===== src/rtl/rgb_led_sequencer.sv =====
// -----------------------------------------------------------------------------
// rgb_led_sequencer
//
// Turns the two DIP switches into a debounced 2-bit mode and drives the three
// PWM enables for the SB_RGBA_DRV current driver (the driver stays in the top
// level) with one of four light patterns:
//   00 OFF, 01 SOLID red, 10 BLINK white, 11 BREATHE (R -> G -> B fade).
//
// Parameters
//   DEBOUNCE_CYCLES : consecutive differing cycles needed to accept a switch
//                     change (>= 1)
//   STEP_DIV        : CLK12 cycles per pattern step (>= 1)
//
// Ports
//   CLK12  in   system clock (12 MHz), the only clock
//   RSTN   in   asynchronous active-low reset
//   BS1    in   DIP switch 1 (mode bit 0), asynchronous
//   BS2    in   DIP switch 2 (mode bit 1), asynchronous
//   PWM0   out  red PWM enable   (to RGB0PWM)
//   PWM1   out  green PWM enable (to RGB1PWM)
//   PWM2   out  blue PWM enable  (to RGB2PWM)
//   MODE   out  debounced mode {BS2,BS1}
//
// Optional feature macro
//   RGB_SEQ_GAMMA_EN : when defined, BREATHE duty is (B*B)>>8 instead of B.
// -----------------------------------------------------------------------------
module rgb_led_sequencer #(
  parameter int DEBOUNCE_CYCLES = 12000,
  parameter int STEP_DIV        = 46875
) (
  input  logic       CLK12,
  input  logic       RSTN,
  input  logic       BS1,
  input  logic       BS2,
  output logic       PWM0,
  output logic       PWM1,
  output logic       PWM2,
  output logic [1:0] MODE
);

  localparam logic [1:0] MODE_OFF     = 2'b00;
  localparam logic [1:0] MODE_SOLID   = 2'b01;
  localparam logic [1:0] MODE_BLINK   = 2'b10;
  localparam logic [1:0] MODE_BREATHE = 2'b11;

  localparam logic DIR_UP   = 1'b0;
  localparam logic DIR_DOWN = 1'b1;

  // Counters only need to hold 0..N-1.
  localparam int DB_W = (DEBOUNCE_CYCLES > 1) ? $clog2(DEBOUNCE_CYCLES) : 1;
  localparam int PS_W = (STEP_DIV > 1) ? $clog2(STEP_DIV) : 1;
  localparam logic [DB_W-1:0] DB_LAST = DB_W'(DEBOUNCE_CYCLES - 1);
  localparam logic [PS_W-1:0] PS_LAST = PS_W'(STEP_DIV - 1);

  logic [1:0]      r_bs_meta;
  logic [1:0]      r_bs_sync;
  logic [1:0]      r_mode;
  logic [DB_W-1:0] r_db_cnt;
  logic [PS_W-1:0] r_pre;
  logic [7:0]      r_b;
  logic            r_dir;
  logic [1:0]      r_c;
  logic [7:0]      r_p;
  logic [2:0]      r_pwm;

  logic            w_differs;
  logic            w_restart;
  logic            w_tick;
  logic [7:0]      w_fb;
  logic [2:0][7:0] w_duty;
  logic [2:0]      w_pwm_next;

  // Any difference counts toward acceptance, even if the differing value
  // itself changes during the window; the last synchronised value is loaded.
  assign w_differs = (r_bs_sync != r_mode);
  assign w_restart = w_differs && (r_db_cnt == DB_LAST);
  // A restart in the same cycle as a prescaler wrap swallows the tick.
  assign w_tick    = (r_pre == PS_LAST) && !w_restart;

  // Switch synchronisers and shared debounce counter.
  always_ff @(posedge CLK12 or negedge RSTN) begin
    if (!RSTN) begin
      r_bs_meta <= 2'b00;
      r_bs_sync <= 2'b00;
      r_mode    <= MODE_OFF;
      r_db_cnt  <= '0;
    end else begin
      r_bs_meta <= {BS2, BS1};
      r_bs_sync <= r_bs_meta;
      if (w_restart) begin
        r_mode   <= r_bs_sync;
        r_db_cnt <= '0;
      end else if (w_differs) begin
        r_db_cnt <= r_db_cnt + 1'b1;
      end else begin
        r_db_cnt <= '0;
      end
    end
  end

  // Step prescaler and pattern state (brightness, breathe direction, colour).
  always_ff @(posedge CLK12 or negedge RSTN) begin
    if (!RSTN) begin
      r_pre <= '0;
      r_b   <= 8'd0;
      r_dir <= DIR_UP;
      r_c   <= 2'd0;
    end else if (w_restart) begin
      r_pre <= '0;
      r_b   <= 8'd0;
      r_dir <= DIR_UP;
      r_c   <= 2'd0;
    end else begin
      r_pre <= (r_pre == PS_LAST) ? '0 : r_pre + 1'b1;
      if (w_tick) begin
        case (r_mode)
          MODE_BLINK: r_b <= r_b + 8'd1;
          MODE_BREATHE: begin
            // Turn around at the ends without wrapping; colour advances
            // when the fade bottoms out.
            if (r_dir == DIR_UP) begin
              if (r_b == 8'hFF) begin
                r_dir <= DIR_DOWN;
                r_b   <= 8'hFE;
              end else begin
                r_b <= r_b + 8'd1;
              end
            end else begin
              if (r_b == 8'h00) begin
                r_dir <= DIR_UP;
                r_b   <= 8'd1;
                r_c   <= (r_c == 2'd2) ? 2'd0 : r_c + 2'd1;
              end else begin
                r_b <= r_b - 8'd1;
              end
            end
          end
          default: begin
          end
        endcase
      end
    end
  end

`ifdef RGB_SEQ_GAMMA_EN
  logic [15:0] w_sq;
  assign w_sq = {8'd0, r_b} * {8'd0, r_b};
  assign w_fb = w_sq[15:8];
`else
  assign w_fb = r_b;
`endif

  // Per-channel duty selection and PWM compare.
  for (genvar gi = 0; gi < 3; gi++) begin : g_ch
    localparam logic [7:0] SOLID_DUTY = (gi == 0) ? 8'hFF : 8'h00;
    assign w_duty[gi] =
      (r_mode == MODE_SOLID)                          ? SOLID_DUTY :
      (r_mode == MODE_BLINK)                          ? (r_b[7] ? 8'h00 : 8'hFF) :
      ((r_mode == MODE_BREATHE) && (r_c == 2'(gi)))   ? w_fb :
                                                        8'h00;
    assign w_pwm_next[gi] = (r_p < w_duty[gi]);
  end

  // Free-running PWM counter and registered enables.
  always_ff @(posedge CLK12 or negedge RSTN) begin
    if (!RSTN) begin
      r_p   <= 8'd0;
      r_pwm <= 3'b000;
    end else begin
      r_p   <= r_p + 8'd1;
      r_pwm <= w_pwm_next;
    end
  end

  assign PWM0 = r_pwm[0];
  assign PWM1 = r_pwm[1];
  assign PWM2 = r_pwm[2];
  assign MODE = r_mode;

endmodule


===== config.mk =====
export PLATFORM = sky130hd
export DESIGN_NAME = rgb_led_sequencer
export DESIGN_NICKNAME = d
export VERILOG_FILES = /design/src/rtl/rgb_led_sequencer.sv
export SDC_FILE = /design/constraint.sdc
export NUM_CORES = 1
export LEC_CHECK = 0
export CORE_MARGIN = 4
export CORE_UTILIZATION = 60
export CTS_BUF_LIST = sky130_fd_sc_hd__clkbuf_8 sky130_fd_sc_hd__clkbuf_16
export CTS_CLUSTER_SIZE = 25
export DETAILED_ROUTE_END_ITERATION = 10
export MAX_ROUTING_LAYER = met4
export PLACE_DENSITY = 0.78
export SYNTH_ARGS = -nofsm -noshare
export SYNTH_HDL_FRONTEND = slang
export SYNTH_SLANG_ARGS = --single-unit

===== constraint.sdc =====
create_clock -name CLK12 -period 5.63 [get_ports CLK12]
set_input_delay 1.126 -clock CLK12 [delete_from_list [all_inputs] [get_ports CLK12]]
set_output_delay 1.126 -clock CLK12 [all_outputs]
set_load 0.01 [all_outputs]

==> metrics.cfg, run 1 <==
[run_status]
status=finished clean

[drt]
drtPass1Iterations=5
vias=3003
drt-met1-wl_um=3640
routed_wl_um=7680
wl_met2_um=3540
wl_per_cell_um=15.5
drtIter0Drc=205
ant_nets=0
wl_met3_um=367
viasPerCell=6.07
drc=0
top_layer=met4

[clock_network]
cts-resized-gates=0
clk_pin_slew_ns=0.06
cts_tree=done
clock_latency_ns=0.34
cts_buffer_depth=2
ctsHtreeMaxLevel=3
clock-sinks=58
post_cts_buffers=0
holdBufCountCts=0
cts_buffers=9
clockRootBuffer=clkbuf_8

[worst_setup_path]
rr_worst_depth=9
worstReg2RegStart=MODE[1]
critPathLaunchType=register
timing.critical_path.to_type=register
reg2reg_setup_slack_ns=2.46
r2r-end=r_pwm[0]
cp.required_ns=5.88
arrival_ns=3.42
critPathMaxFanout=26
criticalPathCategory=register to register

[min_path]
worstHoldStart=r_bs_meta[1]
min_path_cells=0
hold_end=r_bs_sync[1]
hold_class=register to register

[global_routing]
track_usage_pct=22.8
grt.overflow.total=0
antenna_found_initial=0
grt_max_degree=59
grt_pass1_wl_um=13500
grt_pass1_vias=2973

[yosys]
yosys_warnings=0
yosysSeqAreaShare_pct=38.0
ys_types=58
async_flop_share_pct=100
postSynthCellCount=418
synth_edf_count=0
synthesis.nets=450
syn_area_mm2=0.00381
synth-main-ff-cell=dfrtp_1
yosys_register_bits=58
syn_area_per_cell_um2=9.13

[timing]
slew-limit-headroom_pct=39.5
finalSetupViolCount=0
whs_ns=0.348
worst_slew_pin_slew_ns=0.905
skew_ns=0.00995
min_period_ns=3.17
hold_viol=0
min_period_over_period_pct=56.2
setup_tns_ns=0
rsz0062_at_grt=no
drv_slew=0
fmax_mhz=316
setup_slack_ns=2.46

[pwr]
ir_worst_vdd_mv=0.182
power_mw=0.819
power_density_mw_per_mm2=202
p_leak_nw=1.78

[layout]
finish.utilization_pct=66.8
syn2layout_area_growth_pct=6.13
drive_gt1_share_pct=6.67
layoutNonFillerInstCount=495
diodes=0
fin_nets=449
final_cell_area_mm2=0.00405

[floorplanning]
initial_core_util_pct=62.9
core.rowCount=28
pin_count=9
die_y_um=87.7
die_width_um=87.7
die_area_mm2=0.00770
core_region_area_mm2=0.00606

[placement]
placed_cell_area_mm2=0.00387
place.gp.congestion=0.917
numPortBuffers=8
dp_hpwl_um=5090
place_ws_ns=2.57
dp_cells=481

[flow_run]
cap_violations=0

==> synth_stat cells, types with 4 or more instances <==
cell	instances	area (µm²)
a31oi_1	4	25.0
xnor2_1	14	123
and4_1	6	52.6
ha_1	28	350
o21ai_0	10	50.1
nand4_1	12	75.1
a21o_1	20	150
buf_6	4	45.0
a21oi_1	24	120
nand2_1	35	131
nand3_1	17	85.1
dfrtp_1	58	1450
mux2i_1	4	40.0
inv_1	13	48.8
nor3_1	9	45.0
and3_1	8	50.1
buf_2	9	45.0
clkbuf_1	8	30.0
xor2_1	22	193
nor2_1	55	206
==> worst max path at each step <==
stage               startpoint  endpoint  depth (start not counted)  slack (ns)
finish                 MODE[1]  r_pwm[0]                          9        2.46
detailed placement     MODE[1]  r_pwm[0]                          9        2.57
global placement       MODE[1]  r_pwm[0]                          9        2.83
floorplan              MODE[0]  r_pwm[0]                         10        3.34
global route           MODE[1]  r_pwm[0]                          9        2.13
CTS                    MODE[1]  r_pwm[0]                          9        2.54
==> critical path: stages (launching register included) <==
cell and delay, ns:
dfrtp_1 0.85, nand2_1 0.36, nor3_1 0.64, a21oi_1 0.16, ha_1 0.31, o21ai_0 0.19, nand2b_1 0.08, a31oi_1 0.22
o21ai_0 0.12, a21oi_1 0.15
==> cells by family (layout without fill, tap and decap cells) <==
| family | after synthesis | count (layout) | synth area share, % |
|---|---|---|---|
| mux | 6 | 6 | 1.64 |
| xor+xnor | 36 | 36 | 8.26 |
| fa+ha+maj | 28 | 28 | 9.18 |
| flops | 58 | 58 | 38.0 |
| simple gates | 171 | 171 | 22.9 |
| buf+inv | 35 | 37 | 4.62 |
| compound gates | 84 | 84 | 15.3 |
==> metal layers <==
layer | vias to the layer above | GRT usage, %
li1 | 1482 | -
met3 | 25 | 5.08
met5 | - | -
met4 | 0 | 9.48
met1 | 1415 | 29.8
met2 | 81 | 34.3
==> report_power, final <==
part / switching, mW / total, mW / internal [mW]
combinational: 0.0184 / 0.0307 / 0.0122
sequential: 0.0110 / 0.439 / 0.428
clock: 0.160 / 0.350 / 0.190
==> flip-flops by register name, indices dropped and copies added, names as in the netlist, 2 cells and up <==
signal	cells
MODE	2
r_b	8
r_bs_meta	2
r_bs_sync	2
r_c	2
r_db_cnt	14
r_p	8
r_pre	16
r_pwm	3
==> area by class of cell <==
cell class / instances / area, µm²
multi-input combinational: 325 / 2190
clock buffer: 12 / 165
inverter: 13 / 48.8
sequential: 58 / 1450
clock inverter: 2 / 12.5
fill: 494 / 2010
timing repair buffer: 10 / 90.1
tap: 75 / 93.8
==> layout by cell type (no fill, tap or decap), types with 3 or more instances in the layout <==
master           count
and2_1               3
xnor2_1             14
nand2b_1             3
nor3_1               9
nor2b_1              3
mux2i_1              4
inv_1               13
nand2_1             35
and4_1               6
a21o_1              20
a31oi_1              4
a211o_1              3
nor4_1               3
clkdlybuf4s50_1      7
nor2_1              55
dfrtp_1             58
a21oi_1             24
nand3_1             17
a211oi_1             3
ha_1                28
xor2_1              22
nand4_1             12
clkbuf_8            12
and3_1               8
o21ai_0             10
Power figures use the tool's default switching activity.
==> run 2: changes to the inputs <==
==> constraint.sdc (replaced) <==
create_clock -name CLK12 -period 3.26 [get_ports CLK12]
set_input_delay 0.652 -clock CLK12 [delete_from_list [all_inputs] [get_ports CLK12]]
set_output_delay 0.652 -clock CLK12 [all_outputs]
set_load 0.01 [all_outputs]
==> metrics.cfg, run 2 (same netlist as run 1, synthesis figures left out) <==
[worst_setup_path]
r2r-end=r_pwm[0]
crit_family=simple AND/OR/NAND/NOR gates
slowest_delay_ns=0.64  ; -0.21 ns
reg2reg_setup_slack_ns=0.47  ; -1.99 ns
arrival_ns=3.06  ; -0.36 ns
worstReg2RegStart=MODE[1]
cp.required_ns=3.53  ; -2.35 ns
critPathMaxFanout=18  ; -31%
rr_worst_depth=9  ; unchanged
timing.critical_path.to_type=register
slowest_stage=dfrtp_1
criticalPathCategory=register to register
critPathLaunchType=register
crit_chain=nand2_1 > nor3_1 > a21oi_1 > ha_1 > nor3_1 > o221ai_1 > a31oi_1 > o21ai_0 > a21oi_1
crit_buf_inv=0  ; unchanged

[timing]
finalSetupViolCount=0  ; unchanged
rsz0062_at_grt=no
whs_ns=0.250  ; -0.0976 ns
setup_tns_ns=0  ; unchanged
setup_slack_ns=0.470  ; -1.99 ns
slew-limit-headroom_pct=44.4  ; +4.9 points
fmax_mhz=358  ; +13%
worst_slew_pin_slew_ns=0.832  ; -0.0728 ns
min_period_ns=2.79  ; -0.376 ns
skew_ns=0.00622  ; -0.00372 ns
hold_viol=0  ; unchanged
drv_slew=0  ; unchanged
min_period_over_period_pct=85.6  ; +29 points

[floorplanning]
pin_count=9  ; unchanged
initial_core_util_pct=62.9  ; unchanged
die_y_um=87.7  ; unchanged
core.rowCount=28  ; unchanged
die_area_mm2=0.00770  ; unchanged
core_region_area_mm2=0.00606  ; unchanged
die_width_um=87.7  ; unchanged

[drt]
drtPass1Iterations=5  ; unchanged
wl_met2_um=3790  ; +6.9%
vias=3035  ; +1.1%
drtIter0Drc=290  ; +41%
ant_nets=0  ; unchanged
wl_met3_um=371  ; +1.1%
drc=0  ; unchanged
top_layer=met4
viasPerCell=6.08  ; +0.26%
drt-met1-wl_um=3860  ; +6.0%
routed_wl_um=8130  ; +5.9%
wl_per_cell_um=16.3  ; +5.1%

[global_routing]
track_usage_pct=24.3  ; +1.5 points
grt_max_degree=40  ; -32%
grt_pass1_wl_um=14200  ; +5.0%
grt_pass1_vias=3023  ; +1.7%
grt.overflow.total=0  ; unchanged
antenna_found_initial=0  ; unchanged

[layout]
largest_reg_flops=16  ; unchanged
regMostFlops=r_pre
fin_nets=451  ; +0.45%
fill_cells=477  ; -3.4%
multi_input_area_mm2=0.00219  ; unchanged
final_common_cell=dfrtp_1
final_cell_mix=58 x dfrtp_1, 55 x nor2_1, 35 x nand2_1, 28 x ha_1, 24 x a21oi_1
syn2layout_area_growth_pct=7.87
finish.utilization_pct=67.9  ; +1.1 points
diodes=0  ; unchanged
reg_top3=r_pre (16), r_db_cnt (14)
layoutNonFillerInstCount=499  ; +0.81%
drive_gt1_share_pct=7.31  ; +0.64 points
seq_area_mm2=0.00145  ; unchanged

[pwr]
ir_worst_vdd_mv=0.312  ; +71%
p_leak_nw=1.82  ; +2.2%
power_density_mw_per_mm2=382  ; +89%

[run_status]
status=finished clean

[clock_network]
ctsHtreeMaxLevel=3  ; unchanged
clock-sinks=58  ; unchanged
clk_pin_slew_ns=0.07  ; about the same
post_cts_buffers=0  ; unchanged
clockRootBuffer=clkbuf_8
cts-resized-gates=0  ; unchanged
cts_buffers=9  ; unchanged
clock_latency_ns=0.34  ; about the same
cts_buffer_depth=2  ; unchanged
holdBufCountCts=0  ; unchanged
cts_tree=done

[placement]
place.gp.congestion=0.891  ; -2.8%
numPortBuffers=8  ; unchanged
place_ws_ns=0.550  ; -2.02 ns
dp_hpwl_um=5640  ; +11%
dp_cells=483  ; +0.42%

[flow_run]
cap_violations=0  ; unchanged

[min_path]
hold_class=primary input to asynchronous set/reset pin

run 2: changes by cell type in the layout (fill, tap and decap cells not counted), sizes merged:
cell / before / now
buf: 3 / 5
inv: 13 / 14
clkinv: 1 / 2
clkbuf: 12 / 11
clkinvlp: 1 / 0
bufinv: 0 / 2
run 2: final cells by class:
class | instances | area share, %
inverters | 13 | 1.19
flip-flops and latches | 58 | 35.3
clock inverters | 5 | 1.89
clock buffers | 11 | 3.68
repair buffers | 12 | 2.55
well taps | 75 | 2.28
multi-input cells | 325 | 53.1
run 2: worst max path at each step:
stage	startpoint	endpoint	slack (ns)	cells after the start
after detailed placement	MODE[1]	r_pwm[0]	0.55	9
after floorplan	MODE[0]	r_pwm[0]	0.97	10
after global routing	MODE[1]	r_pwm[0]	0.10	9
after CTS	MODE[1]	r_pwm[0]	0.54	9
final	MODE[1]	r_pwm[0]	0.47	9
after global placement	MODE[1]	r_pwm[0]	0.71	9
run 2: metal layers:
| layer | GRT usage, % | up-vias |
|---|---|---|
| met5 | - | - |
| met3 | 5.64 | 15 |
| met4 | 7.81 | 0 |
| met1 | 32.8 | 1457 |
| li1 | - | 1490 |
| met2 | 36.3 | 73 |
run 2: metrics by stage:
stage | area (µm²) | total power, mW
after global routing | 4120 | 1.63
final | 4120 | 1.57
after floorplan | 3810 | 0.800
after CTS | 4120 | 1.59
after detailed placement | 3890 | 0.828
after global placement | 3890 | 0.825
run 2: power breakdown:
group / internal (mW) / switching [mW] / total [mW]
Combinational: 0.0212 / 0.0335 / 0.0547
Sequential: 0.739 / 0.0202 / 0.760
Clock: 0.469 / 0.290 / 0.759
Total: 1.23 / 0.344 / 1.57
==> run 3: changes to the inputs <==
--- a/config.mk
+++ b/config.mk
@@ -5,6 +5,7 @@
 export SDC_FILE = /design/constraint.sdc
 export NUM_CORES = 1
 export LEC_CHECK = 0
+export ABC_AREA = 0
 export CORE_MARGIN = 4
 export CORE_UTILIZATION = 60
 export CTS_BUF_LIST = sky130_fd_sc_hd__clkbuf_8 sky130_fd_sc_hd__clkbuf_16
==> results of run 3 <==
Same layout as run 2: the final DEF is identical, and so are final timing and power.
